**config.mk**
```make
export PLATFORM = sky130hd
export DESIGN_NAME = mmio_timer
export DESIGN_NICKNAME = d
export VERILOG_FILES = /design/src/rtl/mmio_timer.sv
export SDC_FILE = /design/constraint.sdc
export NUM_CORES = 1
export LEC_CHECK = 0
export ABC_AREA = 1
export BUFFER_PORTS_ARGS = -buffer_cell sky130_fd_sc_hd__buf_2
export CAP_MARGIN = 20
export CORE_ASPECT_RATIO = 2
export CORE_MARGIN = 4
export CORE_UTILIZATION = 50
export CTS_CLUSTER_SIZE = 12
export DETAILED_ROUTE_END_ITERATION = 10
export GPL_ROUTABILITY_DRIVEN = 0
export MAX_ROUTING_LAYER = met4
export PLACE_DENSITY = 0.71
export SLEW_MARGIN = 10
export SYNTH_ARGS = -nofsm -noshare
export SYNTH_HDL_FRONTEND = slang
export SYNTH_SLANG_ARGS = --single-unit
```
**constraint.sdc**
```tcl
create_clock -name clk -period 2.2 [get_ports clk]
set_clock_uncertainty 0.05 [all_clocks]
set_input_delay 0.22 -clock clk [delete_from_list [all_inputs] [get_ports clk]]
set_output_delay 0.22 -clock clk [all_outputs]
set_load 0.05 [all_outputs]
```
**src/rtl/mmio_timer.sv**
```systemverilog
// Memory-mapped timer/compare peripheral on the EX-stage data bus.
// Prescaled up-counter with compare match, auto-reload or one-shot, and a level IRQ.
module mmio_timer #(
  parameter logic [31:0] BASE_ADDR = 32'h0000_1000,
  parameter int unsigned PRE_W     = 16
) (
  input  logic        clk,
  input  logic        rst,
  input  logic        en,
  input  logic        rw,
  input  logic [31:0] addr,
  input  logic [31:0] d_in,
  output logic [31:0] d_out,
  output logic        hit,
  output logic        irq
);

  localparam logic [2:0] IDX_CTRL   = 3'd0;
  localparam logic [2:0] IDX_COUNT  = 3'd1;
  localparam logic [2:0] IDX_CMP    = 3'd2;
  localparam logic [2:0] IDX_STATUS = 3'd3;
  localparam logic [2:0] IDX_PRE    = 3'd4;

  // CTRL bit positions: [0] EN, [1] AUTO, [2] IRQ_EN
  logic [2:0]       ctrl_reg, ctrl_next;
  logic [31:0]      count_reg, count_next;
  logic [31:0]      cmp_reg, cmp_next;
  logic             match_reg, match_next;
  logic [PRE_W-1:0] prescale_reg, prescale_next;
  logic [PRE_W-1:0] pre_cnt_reg, pre_cnt_next;

  logic             sel;
  logic [2:0]       idx;
  logic [4:0]       wr_sel;
  logic [7:0][31:0] rd_word;
  logic             tick;
  logic             tick_eval;
  logic             match_evt;
  logic             unused_byte_lanes;

  assign sel = en & (addr[31:5] == BASE_ADDR[31:5]);
  assign hit = sel;
  assign idx = addr[4:2];
  assign unused_byte_lanes = ^addr[1:0];

  for (genvar gi = 0; gi < 5; gi++) begin : g_wr_sel
    assign wr_sel[gi] = sel & rw & (idx == 3'(gi));
  end

  assign rd_word[IDX_CTRL]   = {29'd0, ctrl_reg};
  assign rd_word[IDX_COUNT]  = count_reg;
  assign rd_word[IDX_CMP]    = cmp_reg;
  assign rd_word[IDX_STATUS] = {31'd0, match_reg};
  assign rd_word[IDX_PRE]    = 32'(prescale_reg);
  for (genvar gi = 5; gi < 8; gi++) begin : g_rsvd
    assign rd_word[gi] = '0;
  end

  assign d_out = (sel & ~rw) ? rd_word[idx] : '0;
  assign irq   = match_reg & ctrl_reg[2];

  // A COUNT write in a tick cycle replaces the tick's effect entirely,
  // including the compare, so the match is gated here rather than later.
  assign tick      = ctrl_reg[0] & (pre_cnt_reg == prescale_reg);
  assign tick_eval = tick & ~wr_sel[IDX_COUNT];
  assign match_evt = tick_eval & (count_reg == cmp_reg);

  always_comb begin
    ctrl_next     = ctrl_reg;
    count_next    = count_reg;
    cmp_next      = cmp_reg;
    match_next    = match_reg;
    prescale_next = prescale_reg;
    pre_cnt_next  = pre_cnt_reg;

    if (!ctrl_reg[0] || tick) begin
      pre_cnt_next = '0;
    end else begin
      pre_cnt_next = pre_cnt_reg + PRE_W'(1);
    end

    if (tick_eval) begin
      if (match_evt) begin
        match_next = 1'b1;
        if (ctrl_reg[1]) begin
          count_next = '0;
        end else begin
          ctrl_next[0] = 1'b0;
        end
      end else begin
        count_next = count_reg + 32'd1;
      end
    end

    // Bus writes come last so they override the tick's updates.
    if (wr_sel[IDX_STATUS] && d_in[0] && !match_evt) begin
      match_next = 1'b0;
    end
    if (wr_sel[IDX_CTRL]) begin
      ctrl_next    = d_in[2:0];
      pre_cnt_next = '0;
    end
    if (wr_sel[IDX_COUNT]) begin
      count_next = d_in;
    end
    if (wr_sel[IDX_CMP]) begin
      cmp_next = d_in;
    end
    if (wr_sel[IDX_PRE]) begin
      prescale_next = d_in[PRE_W-1:0];
      pre_cnt_next  = '0;
    end
  end

  always_ff @(posedge clk) begin
    if (rst) begin
      ctrl_reg     <= '0;
      count_reg    <= '0;
      cmp_reg      <= '0;
      match_reg    <= 1'b0;
      prescale_reg <= '0;
      pre_cnt_reg  <= '0;
    end else begin
      ctrl_reg     <= ctrl_next;
      count_reg    <= count_next;
      cmp_reg      <= cmp_next;
      match_reg    <= match_next;
      prescale_reg <= prescale_next;
      pre_cnt_reg  <= pre_cnt_next;
    end
  end

endmodule

```
* Word level (Yosys, flattened, before mapping)
Index checks and enable logic that the tools add are counted.
** Word-level totals
- Bits in registers :: 100
- RAM bits :: 0
- Word-level logic and storage cells :: 58
- Output and inout bits :: 34
- Memories :: 0
- Input bits :: 68
- Bits in latches :: 0
- Bits in read-only memories :: 0
** Operators by class
- Mux-type cells :: 11
- Equality and inequality tests :: 9
- Reductions and logical operators :: 14
- Add/subtract/negate cells :: 2
- Multiply operators :: 0
- Shift operators :: 0
- Div/mod/pow operators :: 0
- Order comparisons :: 1
- Bitwise logic cells :: 14
** Operators with widths (number)
- $mux W32 :: 6
- $bmux W32 S3 :: 1
- $add A32 B1 Y32 const B :: 1
- $eq A32 B32 Y1 :: 1
- $eq A27 B8 Y1 const B :: 1
- $add A16 B1 Y16 const B :: 1
- $eq A16 B16 Y1 :: 1
- $and A1 B1 Y1 :: 12
- $eq A3 B2 Y1 const B :: 2
- $reduce_bool A2 Y1 :: 3
- $lt A3 B4 Y1 const B :: 1
- $mux W1 :: 4
- $reduce_and A2 Y1 :: 2
- $reduce_or A4 Y1 :: 1
- $eq A3 B1 Y1 const B :: 1
- $eq A3 B3 Y1 const B :: 1
- $logic_not A3 Y1 :: 1
- $ne A3 B3 Y1 const B :: 1
- $reduce_and A3 Y1 :: 1
- $logic_and A1 B1 Y1 :: 2
- $logic_not A1 Y1 :: 2
- $ne A2 B1 Y1 const B :: 1
- $not A1 Y1 :: 2
- $reduce_or A2 Y1 :: 1
- $logic_or A1 B1 Y1 :: 1

* Longest topological paths before layout
Gate-level depths: netlist (run 1).
- Depth in word-level cells :: 10
- Depth in mapped cells :: 15

* Least setup slack after synthesis (run 1)
OpenSTA, ideal clock, no wires.
- Path kind :: in2out
- Start point :: input port addr[18]
- End point :: output port d_out[10]
- Stages on the path :: 8
- Path buffers :: 1
- Arrival :: 3019 ps
- Path slack :: -1089 ps
- Cell sequence :: nor2_1 > nand3_1 > nor2_1 > nand2_1 > nor3_1 > nand2_1 > clkbuf_1 > a31oi_1
** On the way
- Longest elaborated chain between the ends :: 4
** RTL lines
- from (decl) :: RTL line 11 : input logic [31:0] addr,
- $eq A27 B8 Y1 :: RTL line 41 : assign sel = en & (addr[31:5] == BASE_ADDR[31:5]);
- $and A1 B1 Y1 :: RTL line 41
- net hit :: RTL line 14 : output logic hit,
- $and A1 B1 Y1 :: RTL line 59 : assign d_out = (sel & ~rw) ? rd_word[idx] : '0;
- $mux W32 :: RTL line 59
- to (decl) :: RTL line 13 : output logic [31:0] d_out,
The timed path passes the listed nets, and every way through them passes these cells.

* Worst setup path in the final report (run 1)
- Start point :: register count_reg[1]
- End point :: output port d_out[1]
** On the way
- Longest elaborated chain between the ends :: 3
** RTL lines
- from (decl) :: RTL line 26 : logic [31:0] count_reg, count_next;
- from (signal assigned) :: RTL line 125 : count_reg <= count_next;
- $bmux W32 S3 :: RTL line 59
- $mux W32 (not written as such) :: RTL line 59
- $mux W32 :: RTL line 59
Every way passes these cells. The select of a mux whose other input is x is not followed.

==> flow_summary_export.csv, run 1 <==
group,metric,value,unit
timing,fin_crit_sh,0.934,
timing,setup_violations,0,
final_layout,final_core_util,0.610,
final_layout,multiInputGateArea,4090,sq um
placed_design,place_ws,0.113,ns
final_layout,fin_nets,1317,
worst_hold_path,hp-class,"input pin to flop",
global_route,grt_pass1_wl,33300,um
clocking,cts_tree,"done",
global_route,grt_usage,0.273,
logic_synthesis,synth.yosys.warnings,0,
logic_synthesis,ys_seq_area_frac,0.297,
placed_design,dp_hpwl,15800,um
setup_path,crit_type,"flop to output port",
worst_hold_path,hp-start,"rst",
timing,report.final.slew_viol_count,0,
route,dr.pass1.iters,5,
flow_run,maxCapViolations,0,
final_layout,design_area,8020,sq um
timing,fin_ws,0.145,ns
route,routed.top_layer,"met4",
die,core_area,13100,sq um
timing,rsz0062_at_grt,"true",
setup_path,end_kind,"output port",
final_layout,register_area,2010,sq um
setup_path,path_buf_inv,1,
route,drt-total-wl,20500,um
global_route,grt_start_max_net_pins,48,
setup_path,rrSetupSlack,0.16,ns
route,vias,7343,
timing,slew_headroom,0.595,
placed_design,placement.cell_area,7700,sq um
clocking,clk_path_buf_depth,2,
power,irDropWorstVdd,0.442,mV
die,dieArea,15500,sq um
power,p_per_area,453,nW/um^2
timing,holdWs,0.0343,ns
timing,post-route-min-period,2.05,ns
logic_synthesis,synth_area_leader_cell,"dfxtp_1",
logic_synthesis,synth_top_area_frac,0.297,
route,wl_met3,637,um
setup_path,worstPathCellList,"o22ai_1, a2111oi_1, a21oi_1, nor2_4, buf_2",
logic_synthesis,synthCells,1145,
worst_hold_path,worstHoldEndpoint,"ctrl_reg[0]",
route,met2WireLength,11500,um
setup_path,reg2reg_depth,13,
timing,tns,0,ns
setup_path,slowest_stage,"dfxtp_1",
setup_path,r2r-end,"count_reg[17]",
clocking,clk_latency,0.35,ns
logic_synthesis,synth_cell_types,37,
setup_path,cp.required,1.93,ns
setup_path,max_stage_delay,0.43,ns
clocking,cts_root_buffer,"clkbuf_16",
route,wl_met1,7560,um
clocking,htree_levels,3,
clocking,numCtsBuffers,9,
setup_path,rr_startpoint,"count_reg[18]",
clocking,cts.clk_slew.worst_paths,0.07,ns
die,initial_utilization,0.512,
die,ios,102,
setup_path,arrival,1.78,ns
setup_path,cp_max_fo,5,
global_route,antenna_found_initial,0,
logic_synthesis,ys_ff_latch,100,
logic_synthesis,syn_nets,1215,
timing,tightestPinTransition,0.606,ns
logic_synthesis,yosys-top-cells-area,"dfxtp_1, nand2_1, nor2_1",
final_layout,fillers,1352,
run_status,outcome,"finished clean",
clocking,cts_num_sinks,100,
setup_path,start_kind,"flop",
final_layout,drive_above_1_share,0.191,
worst_hold_path,min_path_cells,2,
route,ant_nets,0,
route,vias_per_cell,5.23,
timing,hold_viol,0,
final_layout,diodes,0,
route,wl_per_cell,14.6,um
final_layout,final_cells,1404,
route,drcViolationCount,0,
logic_synthesis,syn_area,6730,sq um
setup_path,crit_family,"compound AO/OA/AOI/OAI gates",
global_route,grt_overflow,0,
final_layout,area_delta_synth_final,19.1,%
die,die_h,172,um
placed_design,io_buffers,99,
die,die_w,90.1,um
power,p_total,3.64,mW
timing,fmax,0.487,GHz
power,leakagePower,3.59,nW
placed_design,place_inst,1388,
route,drt_iter0_drc,422,
logic_synthesis,avgSynthCellArea,5.88,sq um
die,rows,59,
global_route,grt_pass1_vias,7067,
-- repair_timing --
| item | CTS | global route |
|---|---|---|
| gates resized for setup | 0 | 13 |
| setup endpoints to repair | 0 | 35 |
| setup buffers | 0 | 0 |
| hold buffers | 0 | 0 |
-- report_power, final --
part	total (mW)	internal, mW	switching (mW)
Clock	1.62	0.884	0.741
Sequential	1.81	1.81	0.00000000155
Combinational	0.204	0.0785	0.125
-- metal layers --
metal,global-route usage,vias up
met3,0.0318,50
met1,0.268,3313
li1,-,3814
met4,0.124,0
met5,-,-
met2,0.534,166
-- placed cells by master, fill, tap and decap left out, types with 2 or more instances in the layout --
| cell | count |
|---|---|
| nor2_1 | 195 |
| nand4_1 | 17 |
| xnor2_1 | 12 |
| nor2_4 | 4 |
| a221oi_1 | 2 |
| buf_2 | 99 |
| xor2_1 | 31 |
| a21oi_1 | 62 |
| o22ai_1 | 3 |
| clkbuf_16 | 9 |
| nor3_2 | 4 |
| inv_2 | 35 |
| inv_1 | 111 |
| o21ai_0 | 48 |
| dfxtp_1 | 91 |
| clkinv_2 | 2 |
| nor4_1 | 2 |
| nand2_1 | 321 |
| o21ai_1 | 12 |
| nor2_2 | 16 |
| buf_12 | 8 |
| ha_1 | 2 |
| nand3_1 | 58 |
| a31oi_2 | 9 |
| clkinv_4 | 2 |
| a31oi_1 | 2 |
| buf_4 | 31 |
| a22oi_1 | 17 |
| dfxtp_2 | 9 |
| nor3b_1 | 5 |
| nor3_1 | 17 |
-- area by class of cell --
class,instances,area share
Clock buffer,10,0.0286
Clock inverter,6,0.00811
Inverter,146,0.0683
Multi-Input combinational cell,852,0.509
Sequential cell,100,0.251
Tap cell,152,0.0237
Timing Repair Buffer,138,0.111
-- kinds of logic after synthesis --
logic type / after synthesis / share of synthesized area
adders and majority gates: 2 / 0.00372
AOI/OAI and AO/OA: 159 / 0.131
buffers and inverters: 193 / 0.117
xor gates and xnor gates: 43 / 0.0559
DFF: 100 / 0.297
and+or+nand+nor: 648 / 0.396
-- cell usage after synthesis --
cell         n
nor3_1      20
buf_6        6
a21oi_1     62
inv_1      112
inv_2       34
o21ai_0     48
o21bai_2     1
nor3_2       2
nor3b_1      5
buf_2       12
xor2_1      31
o21ai_1     12
or2_2        1
nand3_4      1
ha_1         2
nor2_2       5
nand2_1    322
nand2_4      1
o31ai_1      1
nor2_1     210
and3_1       1
clkbuf_1    25
a22oi_1     17
nand4_1     17
xnor2_1     12
and2_0       1
nand3_1     58
nor4_1       2
a221oi_1     2
buf_1        4
dfxtp_1    100
nand4_2      1
nand3_2      1
a31oi_1     11
o21ai_2      1
o22ai_1      3
a2111oi_0    1
-- worst max path at each step --
| stage | start | cells past startpoint | end |
|---|---|---|---|
| 5_1_grt | count_reg[17] | 13 | count_reg[0] |
| 3_3_place_gp | count_reg[14] | 13 | count_reg[15] |
| 2_1_floorplan | addr[18] | 8 | d_out[10] |
| 4_1_cts | count_reg[1] | 5 | d_out[1] |
| 3_5_place_dp | count_reg[14] | 13 | count_reg[19] |
| 6_report | count_reg[1] | 5 | d_out[1] |
-- worst reg2reg max path, stage by stage (launching register included) --
cell and delay [ns]:
dfxtp_1 0.43, inv_2 0.08, nand2_1 0.08, nand2_1 0.05, nor2_1 0.13, nand3_1 0.12, nor2_1 0.15, nand2_1 0.08
nor2_2 0.21, nand3_4 0.12, buf_4 0.23, nand3_1 0.12, nor2_1 0.04, nor2_1 0.09
No activity file was read; power rests on OpenSTA's default activity.
==> inputs of run 2 (changes only) <==
--- a/config.mk
+++ b/config.mk
@@ -6,7 +6,7 @@
 export NUM_CORES = 1
 export LEC_CHECK = 0
 export ABC_AREA = 1
-export BUFFER_PORTS_ARGS = -buffer_cell sky130_fd_sc_hd__buf_2
+export BUFFER_PORTS_ARGS = -buffer_cell sky130_fd_sc_hd__clkbuf_2
 export CAP_MARGIN = 20
 export CORE_ASPECT_RATIO = 2
 export CORE_MARGIN = 4
@@ -15,7 +15,7 @@
 export DETAILED_ROUTE_END_ITERATION = 10
 export GPL_ROUTABILITY_DRIVEN = 0
 export MAX_ROUTING_LAYER = met4
-export PLACE_DENSITY = 0.71
+export PLACE_DENSITY = 0.74
 export SLEW_MARGIN = 10
 export SYNTH_ARGS = -nofsm -noshare
 export SYNTH_HDL_FRONTEND = slang
==> constraint.sdc (replaced) <==
create_clock -name clk -period 1.8 [get_ports clk]
set_clock_uncertainty 0.05 [all_clocks]
set_input_delay 0.18 -clock clk [delete_from_list [all_inputs] [get_ports clk]]
set_output_delay 0.18 -clock clk [all_outputs]
set_load 0.05 [all_outputs]
==> flow_summary_export.csv, run 2 (same netlist as run 1, synthesis figures left out) <==
group,metric,value,unit
timing,hold_viol,0,
run_status,outcome,"finished, violations left",
power,intPower,3.27,mW
timing,fin_ws,-0.226,ns
final_layout,fin_nets,1481,
timing,setup_violations,49,
global_route,grt_overflow,0,
final_layout,drive_above_1_share,0.372,
timing,tightestPinTransition,0.363,ns
route,drt-total-wl,25600,um
timing,slew_headroom,0.756,
power,seq_power_share,0.495,
die,core_area,13100,sq um
setup_path,slowest_stage,"dfxtp_2",
timing,rsz0062_at_grt,"true",
final_layout,diodes,0,
clocking,numCtsBuffers,9,
timing,holdWs,0.000274,ns
clocking,cts_root_buffer,"clkbuf_16",
route,vias_per_cell,5.57,
clocking,htree_levels,3,
setup_path,cp-startpoint,"prescale_reg[5]",
power,leakagePower,4.70,nW
clocking,hold_buffers,0,
power,p_sw,1.17,mW
setup_path,cp.required,2.00,ns
setup_path,crit_type,"flop to flop",
die,ios,102,
global_route,grt_usage,0.320,
die,rows,59,
die,die_w,90.1,um
die,die_h,172,um
global_route,grt_start_max_net_pins,61,
clocking,cts.clk_slew.worst_paths,0.07,ns
flow_run,maxCapViolations,0,
placed_design,io_buffers,99,
setup_path,path_buf_inv,2,
run_status,failed_checks,"setup timing",
setup_path,crit_family,"simple AND/OR/NAND/NOR gates",
route,vias,8733,
final_layout,final_common_cell,"nand2_1",
final_layout,fillers,876,
timing,report.final.slew_viol_count,0,
setup_path,rr_startpoint,"prescale_reg[5]",
global_route,antenna_found_initial,0,
setup_path,start_kind,"flop",
power,combPwrFrac,0.068,
route,ant_nets,0,
power,p_per_area,421,nW/um^2
die,initial_utilization,0.512,
placed_design,dp_hpwl,17400,um
timing,fmax,0.494,GHz
route,wl_per_cell,16.3,um
clocking,clk_path_buf_depth,2,
setup_path,max_stage_delay,0.35,ns
power,irDropWorstVdd,0.427,mV
power,p_total,4.44,mW
setup_path,cp_common_cell,"nand2_1",
worst_hold_path,hp-start,"rst",
die,dieArea,15500,sq um
setup_path,arrival,2.23,ns
setup_path,cp_max_fo,9,
clocking,cts_tree,"done",
route,drt_iter0_drc,544,
clocking,cts_num_sinks,100,
route,dr.pass1.iters,5,
final_layout,area_delta_synth_final,56.7,%
route,drcViolationCount,0,
global_route,grt_pass1_vias,8613,
timing,fin_crit_sh,1.13,
setup_path,end_kind,"flop",
power,swShare,0.263,
global_route,grt_pass1_wl,39000,um
setup_path,worstPathCellList,"inv_1, nand2_1, nand2_1, nor2_1, nand2_1, nor2_4, nand3_4, nor2_4, nand3_4, nand2_4, clkbuf_16, nand2_1, nand2_1, nor2_1",
worst_hold_path,hp-class,"input pin to flop",
power,clkPwrFrac,0.437,
final_layout,final_cell_mix,"nand2_1, buf_4, nor2_1, inv_1, clkbuf_2",
timing,post-route-min-period,2.03,ns
clocking,clk_latency,0.36,ns
==> run 2: changes by cell type in the layout (fill, tap and decap cells not counted), moves of 33 or more <==
cell      change
nor2_4       +34
clkbuf_2     +62
dfxtp_1      -33
buf_4       +149
nor2_1       -39
buf_2        -99
==> run 2: area by class of cell <==
type                    count  area (sq um)  share of cell area
flip-flops and latches    100          2070               0.196
clock buffers               9           225              0.0213
multi-input cells         852          4730               0.448
repair buffers            302          2730               0.259
well taps                 152           190              0.0180
clock inverters             7          58.8             0.00557
inverters                 146           548              0.0519
==> run 2: worst register-to-register path: cells and delay by family, from the launching register on <==
family	cells	cell delay (ns)
flops	1	0.35
simple gates	12	1.30
buf+inv	2	0.24
==> run 2: repair_timing <==
action / in CTS / in global routing
setup buffers: 4 / 5
pin swaps: 21 / 44
endpoints found under the hold margin: 0 / 0
cloned: 2 / 2
endpoints found under the setup margin: 61 / 71
gates resized for setup: 84 / 109
==> run 2: final timing paths <==
kind | to | slack [ns] | depth (start not counted)
min reg2reg | prescale_reg[12] | 0.42 | 2
max reg2reg | count_reg[7] | -0.23 | 14
min | ctrl_reg[0] | 0.0003 | 2
max | count_reg[7] | -0.23 | 14
==> run 2: power by group through the flow <==
stage          sequential (mW)  clock (mW)  combinational (mW)
2_1_floorplan             2.26           0               0.106
3_3_place_gp              2.26           0               0.254
3_5_place_dp              2.26           0               0.258
4_1_cts                   2.21        1.94               0.265
5_1_grt                   2.20        2.04               0.322
6_report                  2.20        1.94               0.300
==> run 2: per-stage QoR <==
stage               cells  TNS (ns)  worst slack [ns]  utilization  area, sq um
global placement     1540     -6.73            -0.202        0.725         9520
global route         1568    -12.60            -0.366        0.803        10600
CTS                  1561     -2.72            -0.110        0.772        10100
detailed placement   1540     -8.66            -0.253        0.725         9520
floorplan            1145     -7.90            -0.290            -         7100
finish               1568     -7.30            -0.226        0.803        10600
==> run 2: per-layer routing <==
layer,part of all wire,global-route usage,up-vias
met2,0.54,0.596,411
met3,0.048,0.0396,177
met1,0.33,0.299,4004
met4,0.079,0.233,0
li1,-,-,4141
met5,0,-,-
